$ cat config.mk
export PLATFORM = sky130hd
export DESIGN_NAME = window_addr_seq
export DESIGN_NICKNAME = d
export VERILOG_FILES = /design/src/rtl/window_addr_seq.sv
export SDC_FILE = /design/constraint.sdc
export NUM_CORES = 1
export LEC_CHECK = 0
export BUFFER_PORTS_ARGS = -buffer_cell sky130_fd_sc_hd__buf_2
export CAP_MARGIN = 15
export CORE_ASPECT_RATIO = 0.8
export CORE_UTILIZATION = 45
export DETAILED_ROUTE_END_ITERATION = 10
export PLACE_DENSITY_LB_ADDON = 0.3
export SYNTH_ARGS = -nofsm -noshare
export SYNTH_HDL_FRONTEND = slang
export SYNTH_SLANG_ARGS = --single-unit
$ cat constraint.sdc
create_clock -name Clk -period 3.8 [get_ports Clk]
set_input_delay 0.19 -clock Clk [delete_from_list [all_inputs] [get_ports Clk]]
set_output_delay 0.19 -clock Clk [all_outputs]
set_load 0.02 [all_outputs]
$ cat src/rtl/window_addr_seq.sv
// Round-robin column address sequencer: sweeps NCOL address channels one slot per cycle,
// wrapping each at a latched limit, and signals completion when the last channel wraps.
module window_addr_seq #(
    parameter int NCOL = 4,
    parameter int AW   = 8,
    localparam int SW  = (NCOL > 1) ? $clog2(NCOL) : 1
) (
    input  logic               Clk,
    input  logic               Rst,
    input  logic               Start,
    input  logic               FirstCmp,
    input  logic [AW-1:0]      LastAddr,
    input  logic               Stall,
    output logic [NCOL*AW-1:0] Addr,
    output logic [SW-1:0]      Sel,
    output logic               Valid,
    output logic               Busy,
    output logic               Done,
    output logic [1:0]         DbgState
);

    typedef enum logic [1:0] {
        IDLE = 2'd0,
        RUN  = 2'd1,
        DONE = 2'd2
    } state_t;

    state_t          state, state_nxt;
    logic [AW-1:0]   addr_q [NCOL];
    logic [SW-1:0]   slot_q;
    logic [AW-1:0]   last_q;
    logic            fc_q;
    logic            first_q;
    logic            advance;
    logic            pair_mode;
    logic [NCOL-1:0] inc_en;
    logic            wrap_last;

    // Handshake: Valid is high exactly in the cycles where the serviced slot advances
    // (RUN and Stall low); there is no backpressure beyond Stall.
    assign advance   = (state == RUN) && !Stall;
    assign pair_mode = fc_q && first_q;

    // In the first round of first-comparison mode, channel 0's step moves from slot 0 to slot 1.
    always_comb begin
        inc_en = '0;
        for (int c = 0; c < NCOL; c++) begin
            if (advance) begin
                if (slot_q == SW'(c) && !(pair_mode && c == 0))
                    inc_en[c] = 1'b1;
                if (pair_mode && c == 0 && slot_q == SW'(1))
                    inc_en[c] = 1'b1;
            end
        end
    end

    assign wrap_last = inc_en[NCOL-1] && (addr_q[NCOL-1] == last_q);

    always_ff @(posedge Clk) begin
        if (Rst)
            state <= IDLE;
        else
            state <= state_nxt;
    end

    always_comb begin
        state_nxt = state;
        case (state)
            IDLE:    if (Start) state_nxt = RUN;
            RUN:     if (wrap_last) state_nxt = DONE;
            DONE:    state_nxt = IDLE;
            default: state_nxt = IDLE;
        endcase
    end

    always_comb begin
        Valid    = advance;
        Busy     = (state == RUN);
        Done     = (state == DONE);
        DbgState = state;
        Sel      = slot_q;
        Addr     = '0;
        for (int c = 0; c < NCOL; c++)
            Addr[c*AW +: AW] = addr_q[c];
    end

    always_ff @(posedge Clk) begin
        if (Rst) begin
            for (int c = 0; c < NCOL; c++)
                addr_q[c] <= '0;
            slot_q  <= '0;
            last_q  <= '0;
            fc_q    <= 1'b0;
            first_q <= 1'b0;
        end else if (state == IDLE && Start) begin
            for (int c = 0; c < NCOL; c++)
                addr_q[c] <= '0;
            slot_q  <= '0;
            last_q  <= LastAddr;
            fc_q    <= FirstCmp;
            first_q <= 1'b1;
        end else if (advance) begin
            for (int c = 0; c < NCOL; c++) begin
                if (inc_en[c])
                    addr_q[c] <= (addr_q[c] == last_q) ? '0 : addr_q[c] + AW'(1);
            end
            if (slot_q == SW'(NCOL-1)) begin
                slot_q  <= '0;
                first_q <= 1'b0;
            end else begin
                slot_q <= slot_q + SW'(1);
            end
        end
    end

endmodule

==> results.py <==
metrics = {
    "outcome": {
        "status": "completed",
    },
    "logic_synthesis": {
        "yosysMostFrequentCell": "nor2_1",
        "syn_area_per_cell_um2": 10.1,
        "syn_area_um2": 2600,
        "async_flop_share": 0,
        "synth-seq-cells": 46,
        "synth_edf_count": 24,
        "synth_cells": 257,
        "synthFlopType": "edfxtp_1",
        "yosysTopAreaCellShare": 0.277,
        "synth_cell_type_count": 44,
        "yosysSeqAreaShare": 0.446,
        "synth_nets": 278,
        "synth.area.top_cells": "edfxtp_1, dfxtp_1, xor2_1",
        "yosysWarnings": 0,
        "synth_top_cell_by_area": "edfxtp_1",
        "ys_top_cells_by_count": "nor2_1, xor2_1, edfxtp_1, xnor2_1, dfxtp_1",
    },
    "floorplanning": {
        "rows": 24,
        "core_area_um2": 5530,
        "start_util": 0.471,
        "pin_count": 52,
        "fp.dieW_um": 87.0,
        "dieArea_um2": 6100,
        "die_y_um": 70.0,
    },
    "routing": {
        "viasPerCell": 5.33,
        "post-route-drc-count": 0,
        "wl_mm": 5.41,
        "ant_nets": 0,
        "drtIter0Drc": 102,
        "wl_per_cell_um": 14.4,
        "dr.pass1.iters": 4,
        "vias": 2009,
    },
    "pwr": {
        "leakagePower_nw": 1.30,
        "power_frac_seq": 0.499,
        "power_report.internal_total_mw": 0.892,
        "vdd_drop_max_mv": 0.212,
        "p_comb_frac": 0.143,
        "switchingPower_mw": 0.320,
        "p_sw_frac": 0.264,
        "pwr_density_cell_nw_per_um2": 403,
        "clkPwrFrac": 0.358,
    },
    "grt": {
        "globalRouteTotalUtil": 0.187,
        "grt_max_degree": 18,
        "grt_pass1_wl_mm": 8.76,
        "gr-total-overflow": 0,
        "grt_antenna_before_repair": 0,
        "grt_pass1_vias": 1743,
    },
    "placement": {
        "gp_congestion": 0.767,
        "hpwl_mm": 3.96,
        "dp_cells": 369,
        "io_buffers": 51,
        "pre_cts_slack_ns": 1.48,
    },
    "sta": {
        "final.period_utilization": 0.618,
        "whs_ns": 0.0881,
        "grt_setup_unrepaired": "false",
        "finalSetupViolCount": 0,
        "timing.final.crit_period_ns": 2.35,
        "tns_ns": 0,
        "setup_ws_ns": 1.45,
        "tightest_slew_ns": 1.07,
        "hold_viol": 0,
        "relSlewSlack": 0.279,
        "fmax_mhz": 426,
        "skew_ns": 0.0103,
        "drv_slew": 0,
    },
    "setup_path": {
        "crit_path_max_fanout": 13,
        "arrival_ns": 2.57,
        "cp-start-kind": "flip-flop",
        "crit_type": "reg -> reg",
        "setup.worst_path.end_class": "flip-flop",
        "cp.required_ns": 4.02,
    },
    "clocking": {
        "h-tree-depth": 2,
        "clock-root-buffer": "clkbuf_8",
        "cts.reportedPaths.clkPinSlew_ns": 0.09,
        "cts_setup_buffers": 0,
        "max-clock-path-buffers": 2,
        "clk_latency_ns": 0.30,
        "cts_buffers": 5,
        "cts.sinks": 46,
        "cts_tree": "yes",
        "cts_resized": 0,
        "hold_buffers": 0,
    },
    "finish": {
        "layout.nets": 319,
        "final_cell_count_no_fill": 377,
        "final_util": 0.543,
        "diodes": 0,
        "drive_above_1_share": 0.217,
        "area_growth_syn_to_layout_pct": 15.3,
    },
    "min_path": {
        "hold_class": "in -> reg",
    },
    "job": {
        "drv_cap": 0,
    },
}
## cell type report
| class | instances | area [um^2] |
|---|---|---|
| fill | 530 | 2520 |
| multi-input combinational | 187 | 1330 |
| sequential | 46 | 1160 |
| timing repair buffer | 51 | 255 |
| tap | 78 | 97.6 |
| clock buffer | 5 | 68.8 |
| clock inverter | 3 | 68.8 |
| inverter | 7 | 26.3 |
## final timing paths
| path | startpoint | end | slack [ns] | depth (start not counted) |
|---|---|---|---|---|
| setup / recovery | Sel[0]$_SDFFE_PP0N_ | addr_q[2][3]$_SDFFE_PP0P_ | 1.45 | 6 |
| hold / removal | LastAddr[5] | last_q[5]$_SDFFE_PP0P_ | 0.09 | 2 |
| setup reg to reg | Sel[0]$_SDFFE_PP0N_ | addr_q[2][3]$_SDFFE_PP0P_ | 1.45 | 6 |
| hold reg to reg | first_q$_SDFFE_PP0P_ | first_q$_SDFFE_PP0P_ | 0.51 | 1 |
## kinds of logic after synthesis
| kind of cell | after synthesis | share of synthesized area |
|---|---|---|
| buffers and inverters | 24 | 0.0452 |
| XOR/XNOR | 51 | 0.172 |
| multiplexers | 1 | 0.00384 |
| AND/OR/NAND/NOR | 83 | 0.168 |
| adder cells (fa/ha/maj) | 8 | 0.0384 |
| AO/OA/AOI/OAI | 44 | 0.127 |
| flip-flops | 46 | 0.446 |
## state kept, by name, summed over array words and instances (netlist names)
name / flops
fc_q: 1
Sel: 2
last_q: 8
addr_q: 32
first_q: 1
DbgState: 2
## worst max-delay path, stage by stage (launching register included)
cell and delay (ns):
dfxtp_1 0.34, inv_1 0.12, ha_1 0.19, nor4bb_1 0.91
or2_2 0.39, o21ai_0 0.11, a211oi_1 0.21
## per-stage QoR
stage	power [mW]	cell area (um^2)
after floorplan	0.737	2600
after global placement	0.786	2870
after detailed placement	0.790	2870
after CTS	1.22	3000
after global routing	1.26	3000
final	1.21	3000
## metal layers
layer	vias to the layer above	global-route usage	part of all wire
li1	1002	-	-
met1	941	0.285	0.51
met2	61	0.268	0.44
met3	5	0.0378	0.049
met4	0	0.0500	0.0081
met5	-	0	0
## layout by cell type (no fill, tap or decap), types with 3 or more instances in the layout
cell,netlist,final
buf_2,10,51
nor2_1,29,29
xor2_1,27,27
xnor2_1,24,24
edfxtp_1,24,24
dfxtp_1,22,22
nand3_1,13,13
and3_1,11,11
o21ai_0,9,9
a22o_1,9,9
nand2_1,8,8
ha_1,8,8
inv_1,7,7
o2111ai_1,6,6
clkbuf_8,0,5
nand4_1,4,4
a211oi_1,4,4
nor4_1,4,4
a21o_1,3,3
a21oi_1,3,3
## power by group through the flow
stage | registers (mW) | logic, mW | clock network (mW)
global placement | 0.615 | 0.171 | 0
floorplan | 0.621 | 0.116 | 0
CTS | 0.605 | 0.174 | 0.441
detailed placement | 0.616 | 0.173 | 0
global route | 0.611 | 0.191 | 0.462
finish | 0.605 | 0.173 | 0.433
(Power assumes the default switching activity.)
